File: src/rtl/rvm_mem_arbiter.sv
// Shares the single memory port between fetch (read-only) and load/store.
// Round-robin on contention; a stall timeout converts a hung access into an error response.
module rvm_mem_arbiter #(
  parameter int STALL_LIMIT = 16,
  parameter int STALL_W     = 5
) (
  input  logic        clk,
  input  logic        resetn,
  input  logic        f_req,
  input  logic [31:0] f_addr,
  output logic        f_done,
  output logic [31:0] f_rdata,
  output logic        f_error,
  input  logic        d_req,
  input  logic [31:0] d_addr,
  input  logic [31:0] d_wdata,
  input  logic        d_wen,
  input  logic [3:0]  d_ben,
  output logic        d_done,
  output logic [31:0] d_rdata,
  output logic        d_error,
  output logic        busy,
  output logic [31:0] mem_addr,
  output logic [31:0] mem_wdata,
  output logic        mem_c_en,
  output logic        mem_w_en,
  output logic [3:0]  mem_b_en,
  input  logic [31:0] mem_rdata,
  input  logic        mem_error,
  input  logic        mem_stall
);

  // state | meaning
  // IDLE  | no access; requests are sampled and arbitrated
  // BUSY  | latched access on the mem_* pins, waiting out stalls
  // RESP  | winner's done pulses for one cycle
  typedef enum logic [1:0] {IDLE, BUSY, RESP} state_t;

  localparam bit               TIMEOUT_EN = (STALL_LIMIT != 0);
  localparam logic [STALL_W-1:0] LIM_M1   = STALL_W'(STALL_LIMIT - 1);

  state_t             state_q, state_d;
  logic               last_d_q, win_d_q;
  logic [STALL_W-1:0] cnt_q;
  logic [31:0]        lat_addr, lat_wdata;
  logic               lat_wen;
  logic [3:0]         lat_ben;
  logic               grant, grant_d, complete, stall_abort;

  always_ff @(posedge clk or negedge resetn) begin
    if (!resetn) state_q <= IDLE;
    else         state_q <= state_d;
  end

  always_comb begin
    state_d     = state_q;
    grant       = 1'b0;
    grant_d     = 1'b0;
    complete    = 1'b0;
    stall_abort = 1'b0;
    case (state_q)
      IDLE: begin
        if (f_req || d_req) begin
          grant   = 1'b1;
          // contention goes to whoever did not win last time
          grant_d = d_req && (!f_req || !last_d_q);
          state_d = BUSY;
        end
      end
      BUSY: begin
        if (!mem_stall) begin
          complete = 1'b1;
          state_d  = RESP;
        end else if (TIMEOUT_EN && cnt_q == LIM_M1) begin
          stall_abort = 1'b1;
          state_d     = RESP;
        end
      end
      RESP:    state_d = IDLE;
      default: state_d = IDLE;
    endcase
  end

  always_ff @(posedge clk or negedge resetn) begin
    if (!resetn) begin
      last_d_q  <= 1'b1;
      win_d_q   <= 1'b0;
      cnt_q     <= '0;
      lat_addr  <= '0;
      lat_wdata <= '0;
      lat_wen   <= 1'b0;
      lat_ben   <= '0;
      f_rdata   <= '0;
      f_error   <= 1'b0;
      d_rdata   <= '0;
      d_error   <= 1'b0;
    end else begin
      if (grant) begin
        lat_addr  <= grant_d ? d_addr : f_addr;
        lat_wdata <= grant_d ? d_wdata : 32'h0;
        lat_wen   <= grant_d & d_wen;
        lat_ben   <= grant_d ? d_ben : 4'hF;
        win_d_q   <= grant_d;
        last_d_q  <= grant_d;
        cnt_q     <= '0;
      end
      if (state_q == BUSY && mem_stall && !stall_abort)
        cnt_q <= cnt_q + STALL_W'(1);
      if (complete || stall_abort) begin
        if (win_d_q) begin
          d_rdata <= complete ? mem_rdata : 32'h0;
          d_error <= complete ? mem_error : 1'b1;
        end else begin
          f_rdata <= complete ? mem_rdata : 32'h0;
          f_error <= complete ? mem_error : 1'b1;
        end
      end
    end
  end

  assign busy      = (state_q != IDLE);
  assign f_done    = (state_q == RESP) && !win_d_q;
  assign d_done    = (state_q == RESP) && win_d_q;
  assign mem_c_en  = (state_q == BUSY);
  assign mem_addr  = mem_c_en ? lat_addr  : 32'h0;
  assign mem_wdata = mem_c_en ? lat_wdata : 32'h0;
  assign mem_w_en  = mem_c_en & lat_wen;
  assign mem_b_en  = mem_c_en ? lat_ben   : 4'h0;

endmodule
File: config.mk
export PLATFORM = sky130hd
export DESIGN_NAME = rvm_mem_arbiter
export DESIGN_NICKNAME = d
export VERILOG_FILES = /design/src/rtl/rvm_mem_arbiter.sv
export SDC_FILE = /design/constraint.sdc
export NUM_CORES = 1
export LEC_CHECK = 0
export ABC_AREA = 1
export CAP_MARGIN = 25
export CORE_MARGIN = 8
export CORE_UTILIZATION = 43
export CTS_CLUSTER_SIZE = 28
export DETAILED_ROUTE_END_ITERATION = 16
export GPL_TIMING_DRIVEN = 1
export PLACE_DENSITY = 0.82
export SYNTH_ARGS = -nofsm -noshare
export SYNTH_HDL_FRONTEND = slang
export SYNTH_SLANG_ARGS = --single-unit
File: constraint.sdc
create_clock -name clk -period 2.4 [get_ports clk]
set_clock_uncertainty 0.2 [all_clocks]
set_input_delay 0.48 -clock clk [delete_from_list [all_inputs] [get_ports clk]]
set_output_delay 0.48 -clock clk [all_outputs]
set_load 0.01 [all_outputs]
# Word-level counts from Yosys, hierarchy flattened
# Index checks and enable logic that the tools add are counted.
totals:
  register_bits: 144
  input_bits: 139
  out_inout_bits: 139
  elab_cells: 62
op_classes:
  add_sub_neg: 1
  n_eq_ne: 5
  mux: 23
  bitwise: 3
  reduce_logical: 18
op_table:
  columns: ["op", "count"]
  rows:
  - ["32-bit two-way mux", 5]
  - ["1-bit two-way mux", 10]
  - ["5-bit two-way mux", 2]
  - ["4-bit two-way mux", 2]
  - ["2-bit two-way mux", 3]
  - ["2-bit AND reduction", 3]
  - ["5-bit by 1-bit adder with 5-bit output (second input constant)", 1]
  - ["5-bit by 4-bit equality test with 1-bit output (second input constant)", 1]
  - ["1-bit logical AND", 5]
  - ["1-bit logical NOT", 4]
  - ["2-bit case mux with 2 select lines", 1]
  - ["2-bit nonzero test", 2]
  - ["1-bit logical OR", 3]
  - ["3-bit by 2-bit inequality test with 1-bit output (second input constant)", 1]
  - ["1-bit bitwise AND", 2]
  - ["2-bit by 1-bit equality test with 1-bit output (second input constant)", 1]
  - ["2-bit equality test (second input constant)", 1]
  - ["2-bit logical NOT", 1]
  - ["2-bit inequality test (second input constant)", 1]
  - ["1-bit inverter", 1]

# Logic depth before layout (Yosys ltp)
depth:
  ltp_word: 7
  mapped_depth: 11
  mapped_depth_nobuf: 10

# Worst setup path after synthesis
# Ideal clock, no wire load.
synth_path:
  path_kind: "register -> register"
  from: "register cnt_q[0]"
  to: "register d_rdata[10]"
  arrival_ns: 1.559
  path_slack_ns: 0.520
  stages_incl_launch_ff: 11
  period_less_slack_ns: 1.880
  path_cell_list: "dfrtp_1 -> ha_1 -> nand2_1 -> nor2_1 -> ha_1 -> inv_1 -> nand2_1 -> nand3_1 -> buf_2 -> buf_2 -> o21ai_1"
synth_via:
  elab_chain_len: 6
synth_rtl:
  columns: ["element", "line", "source"]
  rows:
  - ["start: declaration", "44", "logic [STALL_W-1:0] cnt_q;"]
  - ["start signal: assignment", "108", "cnt_q <= cnt_q + STALL_W'(1);"]
  - ["5-bit by 4-bit equality test with 1-bit output", "74", "end else if (TIMEOUT_EN && cnt_q == LIM_M1) begin"]
  - ["1-bit two-way mux", "74", null]
  - ["1-bit two-way mux", "71", "if (!mem_stall) begin"]
  - ["1-bit two-way mux", "61", "case (state_q)"]
  - ["1-bit logical OR", "109", "if (complete || stall_abort) begin"]
  - ["2-bit AND reduction (no source line)", null, null]
  - ["end signal: assignment", "111", "d_rdata <= complete ? mem_rdata : 32'h0;"]
  - ["end: declaration", "20", "output logic [31:0] d_rdata,"]
# Every way passes these cells.
# A chain may end at the register's enable or synchronous reset.

# Final worst setup path
layout_path:
  from: "register state_q[1]"
  to: "output mem_addr[3]"
layout_via:
  elab_chain_len: 2
layout_rtl:
  columns: ["element", "line", "source"]
  rows:
  - ["start: declaration", "42", "state_t state_q, state_d;"]
  - ["start signal: assignment", "52", "else state_q <= state_d;"]
  - ["2-bit by 1-bit equality test with 1-bit output", "124", "assign mem_c_en = (state_q == BUSY);"]
  - ["32-bit two-way mux", "125", "assign mem_addr = mem_c_en ? lat_addr : 32'h0;"]
  - ["end: declaration", "23", "output logic [31:0] mem_addr,"]
# Every way passes these cells.

==> results.json <==
{
  "status": "complete, no violations",
  "grt_start_max_net_pins": 49,
  "setup_viol": 0,
  "cts_tree": "built",
  "rsz0062_at_grt": "no",
  "p_int_mw": 7.708,
  "tns_ps": 0,
  "maxUsedRoutingLayer": "met4",
  "row_count": 45,
  "sequentialPowerShare_pct": 33.3,
  "vias": 6199,
  "nFillCells": 1251,
  "initial_core_util_pct": 43.63,
  "yosys_warnings": 0,
  "synth.avg_cell_area_um2": 7.999,
  "cp-end-kind": "output pin",
  "synthArstFlopShare_pct": 100.0,
  "synthesis.instances": 820,
  "switchingPower_mw": 4.537,
  "synth-edff-count": 0,
  "power.density_nw_per_um2": 1202,
  "antenna_found_initial": 0,
  "grt_pass1_wl_um": 32820,
  "die_h_um": 139.5,
  "wl_met1_um": 8282,
  "clkSinkCount": 144,
  "synthTopCellsByCount": "nand2_1, dfrtp_1, inv_1, nor2_1, o21ai_1",
  "crit_required_ps": 1720,
  "synth.largest_area_cell": "dfrtp_1",
  "die_w_um": 139.5,
  "dp_hpwl_um": 15000,
  "crit_family": "buffers and inverters",
  "slowest_stage": "dfrtp_1",
  "slew_headroom_pct": 69.05,
  "hold_viol_final": 0,
  "cp.arrival_ps": 1630,
  "ys_seq_area_share_pct": 54.96,
  "wl_met2_um": 9477,
  "hold_class": "flip-flop to flip-flop",
  "synth_area_leaders": "dfrtp_1, nand2_1, inv_1, o21ai_1, nor2_1",
  "grt_use_total_pct": 21.06,
  "worst-path-buf-inv": 3,
  "cts_max_path_buffers": 2,
  "dieArea_um2": 19460,
  "syn-num-nets": 961,
  "fmax_mhz": 433.3,
  "switching_share_pct": 37.05,
  "p_leak_nw": 5.043,
  "drt_iter0_drc": 323,
  "gr-total-overflow": 0,
  "critPathMaxStageDelay_ps": 410,
  "start_kind": "flip-flop",
  "post_drt_wl_per_cell_um": 15.59,
  "io_pins": 278,
  "synth_top_cell_area_share_pct": 54.56,
  "synth_seq_cells": 144,
  "crit_chain": "inv_2, nand2_4, buf_12, nor2_1, dlygate4sd2_1",
  "finalCritPeriodShare_pct": 96.16,
  "drive_gt1_share_pct": 7.052,
  "ant_nets": 0,
  "drc": 0,
  "syn_to_final_growth_pct": 55.34,
  "grt_pass1_vias": 6391,
  "place_congestion": 0.8055,
  "place_area_um2": 9642,
  "slew_viol_final": 0,
  "wl_met3_um": 2077,
  "maxCapViolCount": 0,
  "ir_drop_mv": 0.5797,
  "synth-main-ff-cell": "dfrtp_1",
  "viasPerCell": 4.791,
  "syn_area_um2": 6559,
  "coreArea_um2": 15030,
  "path_clk_slew_ps": 60,
  "first_pass_iters": 4,
  "worst-setup-path-type": "flip-flop to output pin",
  "clk_latency_ps": 420,
  "combPwrFrac_pct": 44.6,
  "io_buffers": 277,
  "wirelength_um": 20180,
  "design_area_um2": 10190,
  "yosys.cell_types.count": 22,
  "cts_made_buffers": 17,
  "n_antenna_cell": 0,
  "period_minus_slack_ps": 2308,
  "nets": 1234,
  "yosysMostFrequentCell": "nand2_1",
  "cp_max_fo": 28,
  "root_buffer": "clkbuf_16",
  "htreeDepth": 4,
  "clockPowerShare_pct": 22.2,
  "worst_slew_pin_slew_ps": 464.3
}
[area by class of cell]
cell class                 count  area (um2)  share of cell area, %
clock inverter                14       182.7                  1.793
clock buffer                  18       429.2                  4.212
inverter                     117       439.2                  4.310
tap                          188       235.2                  2.309
multi-input combinational    510        2288                  22.46
sequential                   144        3605                  35.38
timing repair buffer         303        3009                  29.53
[sequential cells by signal (all words and copies together), names as in the netlist, 2 cells and up]
name / flops
lat_ben: 4
cnt_q: 5
lat_addr: 32
lat_wdata: 32
state_q: 2
d_rdata: 32
f_rdata: 32
[final timing paths]
kind	start	to	slack (ps)	cells after the start
min in group asynchronous	resetn	d_rdata[3]	380	2
setup / recovery	state_q[1]	mem_addr[3]	90	5
hold / removal	last_d_q	last_d_q	270	2
hold reg to reg	last_d_q	last_d_q	270	2
setup reg to reg	cnt_q[0]	f_rdata[18]	440	10
max in group asynchronous	resetn	last_d_q	1010	3
[through the flow]
stage	power (mW)	hold WS (ps)	cells	setup WS, ps	utilization (%)
3_3_place_gp	9.671	251.4	1259	192.9	64.14
4_1_cts	12.34	272.6	1292	9.525	67.74
5_1_grt	13.10	279.3	1294	0.05762	67.77
3_5_place_dp	9.839	250.7	1259	150.3	64.14
6_report	12.25	268.2	1294	92.16	67.77
2_1_floorplan	6.706	-15.59	820	519.7	-
[cells by family (layout without fill, tap and decap cells)]
family	Yosys count	in the layout	share of synthesized area, %
AO/OA/AOI/OAI	106	106	8.146
AND/OR/NAND/NOR	402	402	25.94
adder cells (fa/ha/maj)	2	2	0.3815
flip-flops	144	144	54.96
buffers and inverters	166	452	10.57
[power by group through the flow]
stage                     combinational, mW  sequential [mW]  clock, mW
after floorplan                        2.45             4.26          0
after global placement                 5.62             4.05          0
after detailed placement               5.76             4.08          0
after CTS                              5.50             4.08       2.76
after global routing                   6.04             4.20       2.86
final                                  5.46             4.07       2.71
[per-layer routing]
| metal | GRT usage, % | vias up |
|---|---|---|
| li1 | - | 3063 |
| met1 | 25.13 | 2849 |
| met2 | 33.94 | 262 |
| met3 | 8.037 | 25 |
| met4 | 7.857 | 0 |
| met5 | 0 | - |
[cells in the final DEF (no fill, tap or decap), drive strengths merged, types with 6 or more instances in the layout]
cell type      instances
buf                   26
clkbuf                25
clkdlybuf4s15         11
clkdlybuf4s50        203
clkinv                 6
dfrtp                143
dlygate4sd2           54
inv                  120
nand2                251
nand3                 38
nand3b                31
nor2                  76
o21ai                105
[tightest hold or removal path, delay by kind of cell, from the launching register on]
family	cells	cell delay, ps
simple gates	2	90
flops	1	370
[what timing repair did]
action | 4_1_cts | 5_1_grt
hold endpoints to repair | 43 | 0
pin swaps | 0 | 1
endpoints found under the setup margin | 71 | 67
hold buffers | 1 | 0
resized for setup | 74 | 27
setup buffers | 0 | 2
cloned | 0 | 0
No activity file was read; power rests on OpenSTA's default activity.
